### src/rtl/vga_timing_controller_if.sv
// Drawer-facing and DAC-facing signals of the VGA timing controller.
// The master side is the controller; the slave side is the drawer plus board pins.
interface vga_timing_controller_if;
  logic        pix_ce;
  logic [9:0]  pixel_x;
  logic [9:0]  pixel_y;
  logic        pixel_valid;
  logic        frame_start;
  logic [23:0] rgb_in;
  logic        vga_clk;
  logic        vga_hs;
  logic        vga_vs;
  logic        vga_blank_n;
  logic        vga_sync_n;
  logic [7:0]  vga_r;
  logic [7:0]  vga_g;
  logic [7:0]  vga_b;

  modport master (
    input  rgb_in,
    output pix_ce, pixel_x, pixel_y, pixel_valid, frame_start,
    output vga_clk, vga_hs, vga_vs, vga_blank_n, vga_sync_n,
    output vga_r, vga_g, vga_b
  );

  modport slave (
    output rgb_in,
    input  pix_ce, pixel_x, pixel_y, pixel_valid, frame_start,
    input  vga_clk, vga_hs, vga_vs, vga_blank_n, vga_sync_n,
    input  vga_r, vga_g, vga_b
  );
endinterface

### src/rtl/vga_timing_controller.sv
// VGA raster timing generator: pixel divider, h/v counters, sync/blank decode and
// a pix_ce-advanced alignment pipeline that lines sync/blank up with drawer colour.
module vga_timing_controller #(
  parameter int CLK_DIV    = 2,
  parameter int H_SYNC     = 96,
  parameter int H_BACK     = 48,
  parameter int H_ACTIVE   = 640,
  parameter int H_FRONT    = 16,
  parameter int V_SYNC     = 2,
  parameter int V_BACK     = 33,
  parameter int V_ACTIVE   = 480,
  parameter int V_FRONT    = 10,
  parameter int PIPE_DELAY = 1
) (
  input  logic                     clk,
  input  logic                     reset,
  vga_timing_controller_if.master  bus
);

  localparam int H_TOTAL = H_SYNC + H_BACK + H_ACTIVE + H_FRONT;
  localparam int V_TOTAL = V_SYNC + V_BACK + V_ACTIVE + V_FRONT;
  localparam int DIV_W   = $clog2(CLK_DIV);
  localparam int H_W     = $clog2(H_TOTAL);
  localparam int V_W     = $clog2(V_TOTAL);

  localparam logic [DIV_W-1:0] DIV_LAST  = DIV_W'(CLK_DIV - 1);
  localparam logic [DIV_W-1:0] DIV_HALF  = DIV_W'(CLK_DIV / 2);
  localparam logic [H_W-1:0]   H_LAST    = H_W'(H_TOTAL - 1);
  localparam logic [H_W-1:0]   H_SYNC_HI = H_W'(H_SYNC);
  localparam logic [H_W-1:0]   H_ACT_LO  = H_W'(H_SYNC + H_BACK);
  localparam logic [H_W-1:0]   H_ACT_HI  = H_W'(H_SYNC + H_BACK + H_ACTIVE);
  localparam logic [V_W-1:0]   V_LAST    = V_W'(V_TOTAL - 1);
  localparam logic [V_W-1:0]   V_SYNC_HI = V_W'(V_SYNC);
  localparam logic [V_W-1:0]   V_ACT_LO  = V_W'(V_SYNC + V_BACK);
  localparam logic [V_W-1:0]   V_ACT_HI  = V_W'(V_SYNC + V_BACK + V_ACTIVE);

  // Pipeline stage layout: {hs_n, vs_n, active}; idle value is syncs high, blanked.
  localparam logic [2:0] STAGE_IDLE = 3'b110;

  logic [DIV_W-1:0] div_cnt_q, div_cnt_d;
  logic [H_W-1:0]   h_q, h_d;
  logic [V_W-1:0]   v_q, v_d;
  logic [2:0]       pipe_q [PIPE_DELAY];
  logic [2:0]       pipe_d [PIPE_DELAY];
  logic             hs_q, hs_d;
  logic             vs_q, vs_d;
  logic             blank_n_q, blank_n_d;
  logic [23:0]      rgb_q, rgb_d;
  logic             vga_clk_q, vga_clk_d;

  logic             pix_ce;
  logic             hs_n, vs_n, h_act, v_act, pixel_valid;
  logic [2:0]       delayed;

  assign pix_ce      = (div_cnt_q == DIV_LAST);
  assign hs_n        = !(h_q < H_SYNC_HI);
  assign vs_n        = !(v_q < V_SYNC_HI);
  assign h_act       = (h_q >= H_ACT_LO) && (h_q < H_ACT_HI);
  assign v_act       = (v_q >= V_ACT_LO) && (v_q < V_ACT_HI);
  assign pixel_valid = h_act && v_act;
  assign delayed     = pipe_q[PIPE_DELAY-1];

  always_comb begin
    div_cnt_d = pix_ce ? '0 : div_cnt_q + DIV_W'(1);
    h_d       = h_q;
    v_d       = v_q;
    if (pix_ce) begin
      if (h_q == H_LAST) begin
        h_d = '0;
        v_d = (v_q == V_LAST) ? '0 : v_q + V_W'(1);
      end else begin
        h_d = h_q + H_W'(1);
      end
    end
  end

  always_comb begin
    pipe_d    = pipe_q;
    hs_d      = hs_q;
    vs_d      = vs_q;
    blank_n_d = blank_n_q;
    rgb_d     = rgb_q;
    if (pix_ce) begin
      pipe_d[0] = {hs_n, vs_n, pixel_valid};
      for (int i = 1; i < PIPE_DELAY; i++) pipe_d[i] = pipe_q[i-1];
      hs_d      = delayed[2];
      vs_d      = delayed[1];
      blank_n_d = delayed[0];
      rgb_d     = delayed[0] ? bus.rgb_in : 24'h000000;
    end
    // DAC latches on the rising edge, placed mid-way through each output word.
    vga_clk_d = (div_cnt_d >= DIV_HALF);
  end

  always_ff @(posedge clk or negedge reset) begin
    if (!reset) begin
      div_cnt_q <= '0;
      h_q       <= '0;
      v_q       <= '0;
      for (int i = 0; i < PIPE_DELAY; i++) pipe_q[i] <= STAGE_IDLE;
      hs_q      <= 1'b1;
      vs_q      <= 1'b1;
      blank_n_q <= 1'b0;
      rgb_q     <= '0;
      vga_clk_q <= 1'b0;
    end else begin
      div_cnt_q <= div_cnt_d;
      h_q       <= h_d;
      v_q       <= v_d;
      pipe_q    <= pipe_d;
      hs_q      <= hs_d;
      vs_q      <= vs_d;
      blank_n_q <= blank_n_d;
      rgb_q     <= rgb_d;
      vga_clk_q <= vga_clk_d;
    end
  end

  assign bus.pix_ce      = pix_ce;
  assign bus.pixel_valid = pixel_valid;
  assign bus.pixel_x     = pixel_valid ? 10'(h_q - H_ACT_LO) : 10'd0;
  assign bus.pixel_y     = pixel_valid ? 10'(v_q - V_ACT_LO) : 10'd0;
  assign bus.frame_start = pix_ce && (h_q == '0) && (v_q == '0);
  assign bus.vga_clk     = vga_clk_q;
  assign bus.vga_hs      = hs_q;
  assign bus.vga_vs      = vs_q;
  assign bus.vga_blank_n = blank_n_q;
  assign bus.vga_sync_n  = 1'b0;
  assign bus.vga_r       = rgb_q[23:16];
  assign bus.vga_g       = rgb_q[15:8];
  assign bus.vga_b       = rgb_q[7:0];

endmodule

### src/flat_wrapper.sv
// flat-port wrapper written by rule: the top's interface ports become plain ports
module vga_timing_controller_flat 
#(
  parameter int CLK_DIV    = 2,
  parameter int H_SYNC     = 96,
  parameter int H_BACK     = 48,
  parameter int H_ACTIVE   = 640,
  parameter int H_FRONT    = 16,
  parameter int V_SYNC     = 2,
  parameter int V_BACK     = 33,
  parameter int V_ACTIVE   = 480,
  parameter int V_FRONT    = 10,
  parameter int PIPE_DELAY = 1
)
  (clk, reset, bus_rgb_in, bus_pix_ce, bus_pixel_x, bus_pixel_y, bus_pixel_valid, bus_frame_start, bus_vga_clk, bus_vga_hs, bus_vga_vs, bus_vga_blank_n, bus_vga_sync_n, bus_vga_r, bus_vga_g, bus_vga_b);
  vga_timing_controller_if bus_i ();
  input  logic clk;
  input  logic reset;
  input wire logic [$bits(bus_i.rgb_in)-1:0] bus_rgb_in;
  output wire logic [$bits(bus_i.pix_ce)-1:0] bus_pix_ce;
  output wire logic [$bits(bus_i.pixel_x)-1:0] bus_pixel_x;
  output wire logic [$bits(bus_i.pixel_y)-1:0] bus_pixel_y;
  output wire logic [$bits(bus_i.pixel_valid)-1:0] bus_pixel_valid;
  output wire logic [$bits(bus_i.frame_start)-1:0] bus_frame_start;
  output wire logic [$bits(bus_i.vga_clk)-1:0] bus_vga_clk;
  output wire logic [$bits(bus_i.vga_hs)-1:0] bus_vga_hs;
  output wire logic [$bits(bus_i.vga_vs)-1:0] bus_vga_vs;
  output wire logic [$bits(bus_i.vga_blank_n)-1:0] bus_vga_blank_n;
  output wire logic [$bits(bus_i.vga_sync_n)-1:0] bus_vga_sync_n;
  output wire logic [$bits(bus_i.vga_r)-1:0] bus_vga_r;
  output wire logic [$bits(bus_i.vga_g)-1:0] bus_vga_g;
  output wire logic [$bits(bus_i.vga_b)-1:0] bus_vga_b;
  assign bus_i.rgb_in = bus_rgb_in;
  assign bus_pix_ce = bus_i.pix_ce;
  assign bus_pixel_x = bus_i.pixel_x;
  assign bus_pixel_y = bus_i.pixel_y;
  assign bus_pixel_valid = bus_i.pixel_valid;
  assign bus_frame_start = bus_i.frame_start;
  assign bus_vga_clk = bus_i.vga_clk;
  assign bus_vga_hs = bus_i.vga_hs;
  assign bus_vga_vs = bus_i.vga_vs;
  assign bus_vga_blank_n = bus_i.vga_blank_n;
  assign bus_vga_sync_n = bus_i.vga_sync_n;
  assign bus_vga_r = bus_i.vga_r;
  assign bus_vga_g = bus_i.vga_g;
  assign bus_vga_b = bus_i.vga_b;
  vga_timing_controller #(.CLK_DIV(CLK_DIV), .H_SYNC(H_SYNC), .H_BACK(H_BACK), .H_ACTIVE(H_ACTIVE), .H_FRONT(H_FRONT), .V_SYNC(V_SYNC), .V_BACK(V_BACK), .V_ACTIVE(V_ACTIVE), .V_FRONT(V_FRONT), .PIPE_DELAY(PIPE_DELAY)) u_core (.clk(clk), .reset(reset), .bus(bus_i));
endmodule
### config.mk
export PLATFORM = sky130hd
export DESIGN_NAME = vga_timing_controller_flat
export DESIGN_NICKNAME = d
export VERILOG_FILES = /design/src/rtl/vga_timing_controller_if.sv /design/src/rtl/vga_timing_controller.sv /design/src/flat_wrapper.sv
export SDC_FILE = /design/constraint.sdc
export NUM_CORES = 1
export LEC_CHECK = 0
export CORE_MARGIN = 5
export CORE_UTILIZATION = 49
export DETAILED_ROUTE_END_ITERATION = 8
export PLACE_DENSITY = 0.89
export SLEW_MARGIN = 0
export SYNTH_ARGS = -nofsm -noshare
export SYNTH_HDL_FRONTEND = slang
export SYNTH_SLANG_ARGS = --single-unit
### constraint.sdc
create_clock -name clk -period 2.5 [get_ports clk]
set_input_delay 0.375 -clock clk [delete_from_list [all_inputs] [get_ports clk]]
set_output_delay 0.375 -clock clk [all_outputs]
set_load 0.05 [all_outputs]
==> impl_results.md, run 1 <==
* Sw power at 0.0003115 W
* Clk slew on worst S/H paths at 0.10 ns
* Seq pwr share at 0.561
* Most frequent cell on the critical path: buf_6
* Hold Fails Final Rpt at 0
* Share of cells above drive strength 1 at 0.2612
* Vias in the first global route at 2,608
* Rel. slew slack at 0.4569
* Die Width at 87.81 µm
* Post-route DRC at 0
* Post-route ant nets at 0
* Worst Clk Skew at 0.005548 ns
* Hold buffers post-CTS at 0
* Setup Viol. Count Final at 0
* Total chip power at 0.001470 W
* Sequential share of the synthesized area at 0.4319
* Tcrit/Tclk final at 0.9927
* Critical path's slowest cell: dfrtp_1
* Core region area at 0.005921 mm²
* Seq cells post-synth at 51
* Root buffer cell: clkbuf_8
* Most frequent cells in the layout: 51 x clkdlybuf4s50_1, 42 x dfrtp_1, 33 x nand3_1, 32 x inv_1, 32 x o21ai_0
* Vias/cell at 5.587
* Unrepaired setup endpoints after global routing: yes
* TritonCTS clock tree: built
* Max VDD drop at 0.2381 mV
* Number of port buffers at 76
* Leakage at 1.776 nW
* Data required, critical path at 2.12 ns
* Fin nets at 435
* Fin cells at 477
* Yosys warns at 0
* Inst Count DP at 458
* Effective utilization at floorplan at 0.5011
* Synthesized Nets at 355
* Row Count at 28
* Setup TNS at 0 ns
* Internal cell power at 0.001159 W
* Largest net degree at the start of global routing at 53
* Clk pwr share at 0.398
* Clk sink count at 51
* Drt total wl at 8004 µm
* Status: finished clean
* CTS max path bufs at 2
* Initial DRC count at 301
* CTS buffer count at 5
* Hold_ws at 0.06430 ns
* Layout fillers at 416
* Combinational fraction of design power at 0.041
* Global-route wire length before repair at 12,830 µm
* Initial antenna violation count at 0
* Pwr dens at 355.1 mW/mm²
* Routability congestion estimate at 0.9175
* Die Span Y at 87.81 µm
* CP peak stage delay at 0.42 ns
* Slew @ Worst Pin at 0.8147 ns
* Grt ovf at 0
* Crit-path cells: ha_4 > nor4_4 > a41oi_4 > buf_6 > nor3_4 > buf_6
* MaxCap Viol Count at 0
* Vias after detailed routing at 2,665
* Arrival time worst endpoint at 2.11 ns
* DP HPWL at 5608 µm
* Clk_lat worst skew at 0.31 ns
* GRT Total Usage at 0.2127
* Crit path launch type: flip-flop
* Min-delay worst type: input pin to asynchronous set/reset pin
* Worst Path Max Fanout at 6
* Area grow syn2layout at 39.60%
* Peak Freq at 0.4029 GHz
* Die ar. at 0.007711 mm²
* Synthesized cell area at 0.002967 mm²
* Post-Syn Area per Cell at 9.242 µm²
* WS Path Type: flip-flop to primary output
* DR pass1 iterations at 4
* Synth Instances at 321
* Most common cell after layout, fill and taps aside: clkdlybuf4s50_1
* Antenna cells at 0
* H-tree depth at 2
* Tmin final at 2.482 ns
* Worst setup EP type: primary output
* Switching Fraction at 0.2119
* Max-slew violation count at 0
* Unique masters post-synth at 46
* I/O pins at 78
* Post-DR wirelength/cell at 16.78 µm
timing repair:
item	in CTS	in global routing
endpoints found under the hold margin	0	0
pin swaps	4	11
gates cloned	1	0
endpoints found under the setup margin	21	22
gates resized for setup	32	18
buffers inserted	6	6
synthesized netlist by cell type (all sizes together):
master	number	area (µm²)
a2111o	1	11.26
a211o	1	8.760
a21boi	1	7.510
a21oi	8	43.79
a31o	1	8.760
a31oi	3	18.77
a41oi	1	27.53
and2	2	12.51
and3	2	12.51
and4	2	17.52
buf	19	115.1
clkbuf	10	37.54
conb	1	3.750
dfrtp	47	1176
dfstp	4	105.1
ha	8	100.1
inv	34	127.6
mux2	3	33.78
mux2i	3	30.03
nand2	21	78.83
nand3	33	165.2
nand4	7	43.79
nor2	13	51.30
nor2b	3	18.77
nor3	22	200.2
nor3b	4	40.03
nor4	5	43.79
nor4bb	1	10.01
o21ai	33	165.2
o22ai	1	6.260
o31a	1	8.760
o31ai	1	7.510
o32a	1	10.01
o41ai	1	27.53
or2	1	6.260
or3	3	18.77
xnor2	14	122.6
xor2	5	43.79
per-layer routing:
metal | vias up | part of all wire | GRT usage
met5 | - | 0 | 0
met4 | 0 | 0.021 | 0.06695
met3 | 17 | 0.10 | 0.04421
met2 | 130 | 0.46 | 0.3432
met1 | 1271 | 0.42 | 0.2879
li1 | 1247 | - | -
cell type report:
class                           count  area, µm²  share of cell area
Timing Repair Buffer              102       1006              0.2429
Multi-Input combinational cell    207       1514              0.3656
Clock inverter                      3      43.79             0.01057
Inverter                           34      127.6             0.03082
Sequential cell                    51       1287              0.3109
Tap cell                           75      93.84             0.02266
Clock buffer                        5      68.82             0.01662
logic make-up (layout without fill, tap and decap cells):
family,Yosys count,after routing,synth area share
adder cells (fa/ha/maj),8,8,0.03374
multiplexers,6,6,0.02151
other,1,1,0.001264
flip-flops,51,51,0.4319
XOR/XNOR,19,19,0.05609
AO/OA/AOI/OAI,54,54,0.1185
buffers and inverters,63,144,0.09447
AND/OR/NAND/NOR,119,119,0.2425
worst max-delay path, delay by kind of cell (launching register included):
family          cells  cell delay (ns)
compound gates      1             0.19
fa+ha+maj           1             0.20
buf+inv             2             0.40
flops               1             0.42
simple gates        2             0.57
state kept, by name, indices dropped and copies added, names as in the netlist:
register / flops
u_core.rgb_q: 24
u_core.h_q: 10
u_core.v_q: 10
u_core.delayed: 3
u_core.bus.pix_ce: 1
u_core.bus.vga_blank_n: 1
u_core.bus.vga_hs: 1
u_core.bus.vga_vs: 1
path summary, 6_finish.rpt:
path,from,endpoint,slack [ns],cells after the start
setup / recovery,u_core.v_q[0]$_DFFE_PN0P_,bus_pixel_y[0],0.02,6
hold / removal,reset,u_core.h_q[2]$_DFFE_PN0P_,0.06,1
setup reg to reg,u_core.v_q[6]$_DFFE_PN0P_,u_core.v_q[9]$_DFFE_PN0P_,0.66,4
hold reg to reg,u_core.delayed[2]$_DFFE_PN1P_,u_core.delayed[2]$_DFFE_PN1P_,0.50,2
max in group asynchronous,reset,u_core.bus.vga_vs$_DFFE_PN1P_,1.80,2
min in group clk,u_core.delayed[2]$_DFFE_PN1P_,u_core.delayed[2]$_DFFE_PN1P_,0.50,2
per-stage QoR:
| step | utilization | setup slack, ns | instance area [µm²] |
|---|---|---|---|
| floorplan | - | 0.03448 | 2977 |
| global placement | 0.6338 | 0.2460 | 3752 |
| detailed placement | 0.6338 | 0.1951 | 3752 |
| CTS | 0.6855 | -0.02539 | 4059 |
| global route | 0.6995 | -0.07157 | 4141 |
| finish | 0.6995 | 0.01816 | 4141 |
power groups by stage:
stage                     Combinational (W)  Clock (W)  Sequential (W)
after floorplan                  0.00000466          0        0.000841
after CTS                         0.0000620   0.000592        0.000825
after global placement            0.0000607          0        0.000841
after detailed placement          0.0000616          0        0.000841
after global routing              0.0000664   0.000621        0.000825
final                             0.0000608   0.000585        0.000824
(Power assumes the default switching activity.)
==> run 2, diff against run 1 <==
--- a/config.mk
+++ b/config.mk
@@ -8,6 +8,7 @@
 export CORE_MARGIN = 5
 export CORE_UTILIZATION = 49
 export DETAILED_ROUTE_END_ITERATION = 8
+export MAX_ROUTING_LAYER = met4
 export PLACE_DENSITY = 0.89
 export SLEW_MARGIN = 0
 export SYNTH_ARGS = -nofsm -noshare
==> run 2 against run 1 <==
Net effect: routed wire length up 0.15%; first-iteration DRC count down 17%; non-clock buffer count stayed put; sequential power barely moved; clock power about the same; critical path depth unchanged; die area is the same; sequential cell count stayed put; count of clock-buffer cells in the layout stayed put; final cell count unchanged.
==> impl_results.md, run 2 (synthesis results as in run 1) <==
* Status: finished clean
* Setup TNS at 0 ns (unchanged)
* Top flop regs: u_core.rgb_q (24), u_core.h_q (10), u_core.v_q (10)
* Clk_lat worst skew at 0.31 ns (about the same)
* Post-DR wirelength/cell at 16.81 µm (+0.15%)
* Most common cell after layout, fill and taps aside: clkdlybuf4s50_1
* Sw power at 0.0003124 W (+0.29%)
* Vias in the first global route at 2,619 (+0.42%)
* Arrival time worst endpoint at 2.11 ns (about the same)
* Max reg flops at 24 (unchanged)
* Data required, critical path at 2.12 ns (about the same)
* CP peak stage delay at 0.43 ns (about the same)
* Fin nets at 435 (unchanged)
* Total chip power at 0.001471 W (about the same)
* Combinational fraction of design power at 0.041 (about the same)
* Reg with most FFs: u_core.rgb_q
* Core region area at 0.005921 mm² (unchanged)
* Internal cell power at 0.001159 W (about the same)
* Drt total wl at 8016 µm (+0.15%)
* Post-route ant nets at 0 (unchanged)
* Antenna cells at 0 (unchanged)
* CTS buffer count at 5 (unchanged)
* Clk sink count at 51 (unchanged)
* MaxCap Viol Count at 0 (unchanged)
* Setup Viol. Count Final at 0 (unchanged)
* GRT Total Usage at 0.2190 (+0.006259)
* Share of cells above drive strength 1 at 0.2612 (unchanged)
* TritonCTS clock tree: built
* Clk pwr share at 0.398 (about the same)
* Slew @ Worst Pin at 0.8201 ns (+0.005456 ns)
* Max VDD drop at 0.2399 mV (+0.74%)
* Peak Freq at 0.4023 GHz (-0.15%)
* Grt ovf at 0 (unchanged)
* Tmin final at 2.486 ns (+0.003791 ns)
* Hold Fails Final Rpt at 0 (unchanged)
* Die Width at 87.81 µm (unchanged)
* Min-delay worst type: input pin to asynchronous set/reset pin
* Tcrit/Tclk final at 0.9943 (+0.001517)
* DR pass1 iterations at 4 (unchanged)
* Routability congestion estimate at 0.9336 (+1.8%)
* Row Count at 28 (unchanged)
* CTS max path bufs at 2 (unchanged)
* Area grow syn2layout at 39.60% (unchanged)
* Initial DRC count at 249 (-17%)
* Global-route wire length before repair at 12,810 µm (-0.22%)
* Worst setup EP type: primary output
* Clk slew on worst S/H paths at 0.10 ns (about the same)
* Most frequent cell on the critical path: buf_6
* Die ar. at 0.007711 mm² (unchanged)
* Worst Clk Skew at 0.005604 ns (+0.00005634 ns)
* Hold buffers post-CTS at 0 (unchanged)
* I/O pins at 78 (unchanged)
* Vias after detailed routing at 2,662 (-0.11%)
* Die Span Y at 87.81 µm (unchanged)
* Critical path's slowest cell: dfrtp_1
* Crit path launch type: flip-flop
* Leakage at 1.776 nW (unchanged)
* Max-slew violation count at 0 (unchanged)
* Layout fillers at 416 (unchanged)
* Most frequent cells in the layout: 51 x clkdlybuf4s50_1, 42 x dfrtp_1, 33 x nand3_1, 32 x inv_1, 32 x o21ai_0
* Post-route DRC at 0 (unchanged)
* Worst Path Max Fanout at 6 (unchanged)
* Largest net degree at the start of global routing at 53 (unchanged)
* Root buffer cell: clkbuf_8
* Switching Fraction at 0.2124 (+0.0004867)
* WS Path Type: flip-flop to primary output
* Pwr dens at 355.3 mW/mm² (about the same)
* Crit-path cells: ha_4 > nor4_4 > a41oi_4 > buf_6 > nor3_4 > buf_6
* Rel. slew slack at 0.4532 (-0.003637)
* Effective utilization at floorplan at 0.5011 (unchanged)
* Vias/cell at 5.581 (-0.11%)
* DP HPWL at 5608 µm (unchanged)
* Seq pwr share at 0.560 (about the same)
* Initial antenna violation count at 0 (unchanged)
* Number of port buffers at 76 (unchanged)
* Unrepaired setup endpoints after global routing: yes
* H-tree depth at 2 (unchanged)
run 2: cell counts in the layout (fill, tap and decap cells not counted):
No cell type changed its count.
run 2: timing repair:
item | in CTS | in global routing
pin swaps | 4 | 11
buffers inserted | 6 | 6
cloned | 1 | 0
gates resized for setup | 32 | 18
endpoints found under the setup margin | 21 | 22
run 2: final cells by class:
class | instances | area (µm²) | share of cell area
multi-input combinational | 207 | 1514 | 0.3656
sequential | 51 | 1287 | 0.3109
timing repair buffer | 102 | 1006 | 0.2429
inverter | 34 | 127.6 | 0.03082
tap | 75 | 93.84 | 0.02266
clock buffer | 5 | 68.82 | 0.01662
clock inverter | 3 | 43.79 | 0.01057
run 2: per-layer routing:
layer	track usage	wire length (µm)
met3	0.03857	735
met5	-	0
met1	0.2897	3383
met2	0.3438	3745
met4	0.06695	151
run 2: worst paths after layout:
check,startpoint,endpoint,slack (ns),depth (start not counted)
max in group asynchronous,reset,u_core.bus.vga_vs$_DFFE_PN1P_,1.81,2
min reg2reg,u_core.delayed[2]$_DFFE_PN1P_,u_core.delayed[2]$_DFFE_PN1P_,0.50,2
max,u_core.v_q[0]$_DFFE_PN0P_,bus_pixel_y[0],0.01,6
min,reset,u_core.h_q[2]$_DFFE_PN0P_,0.06,1
min in group clk,u_core.delayed[2]$_DFFE_PN1P_,u_core.delayed[2]$_DFFE_PN1P_,0.50,2
max reg2reg,u_core.v_q[5]$_DFFE_PN0P_,u_core.v_q[9]$_DFFE_PN0P_,0.66,4
run 2: worst max-delay path: cells and delay by family (launching register included):
| family | cells | cell delay, ns |
|---|---|---|
| AND/OR/NAND/NOR | 2 | 0.57 |
| flip-flops | 1 | 0.43 |
| buffers and inverters | 2 | 0.40 |
| adder cells (fa/ha/maj) | 1 | 0.20 |
| AO/OA/AOI/OAI | 1 | 0.19 |
run 2: power groups by stage:
stage	clock (W)	combinational, W	sequential (W)
4_1_cts	0.000592	0.0000620	0.000825
2_1_floorplan	0	0.00000466	0.000841
5_1_grt	0.000620	0.0000664	0.000825
6_report	0.000586	0.0000607	0.000824
3_3_place_gp	0	0.0000607	0.000841
3_5_place_dp	0	0.0000616	0.000841
run 2: per-stage QoR:
stage / std cells / cell area (µm²) / hold slack (ns) / util / setup WS (ns)
floorplan: 321 / 2977 / 0.07941 / - / 0.03448
global placement: 458 / 3752 / 0.4165 / 0.6338 / 0.2460
detailed placement: 458 / 3752 / 0.4132 / 0.6338 / 0.1951
CTS: 473 / 4059 / 0.07469 / 0.6855 / -0.02539
global route: 477 / 4141 / 0.1106 / 0.6995 / -0.07125
finish: 477 / 4141 / 0.06175 / 0.6995 / 0.01437
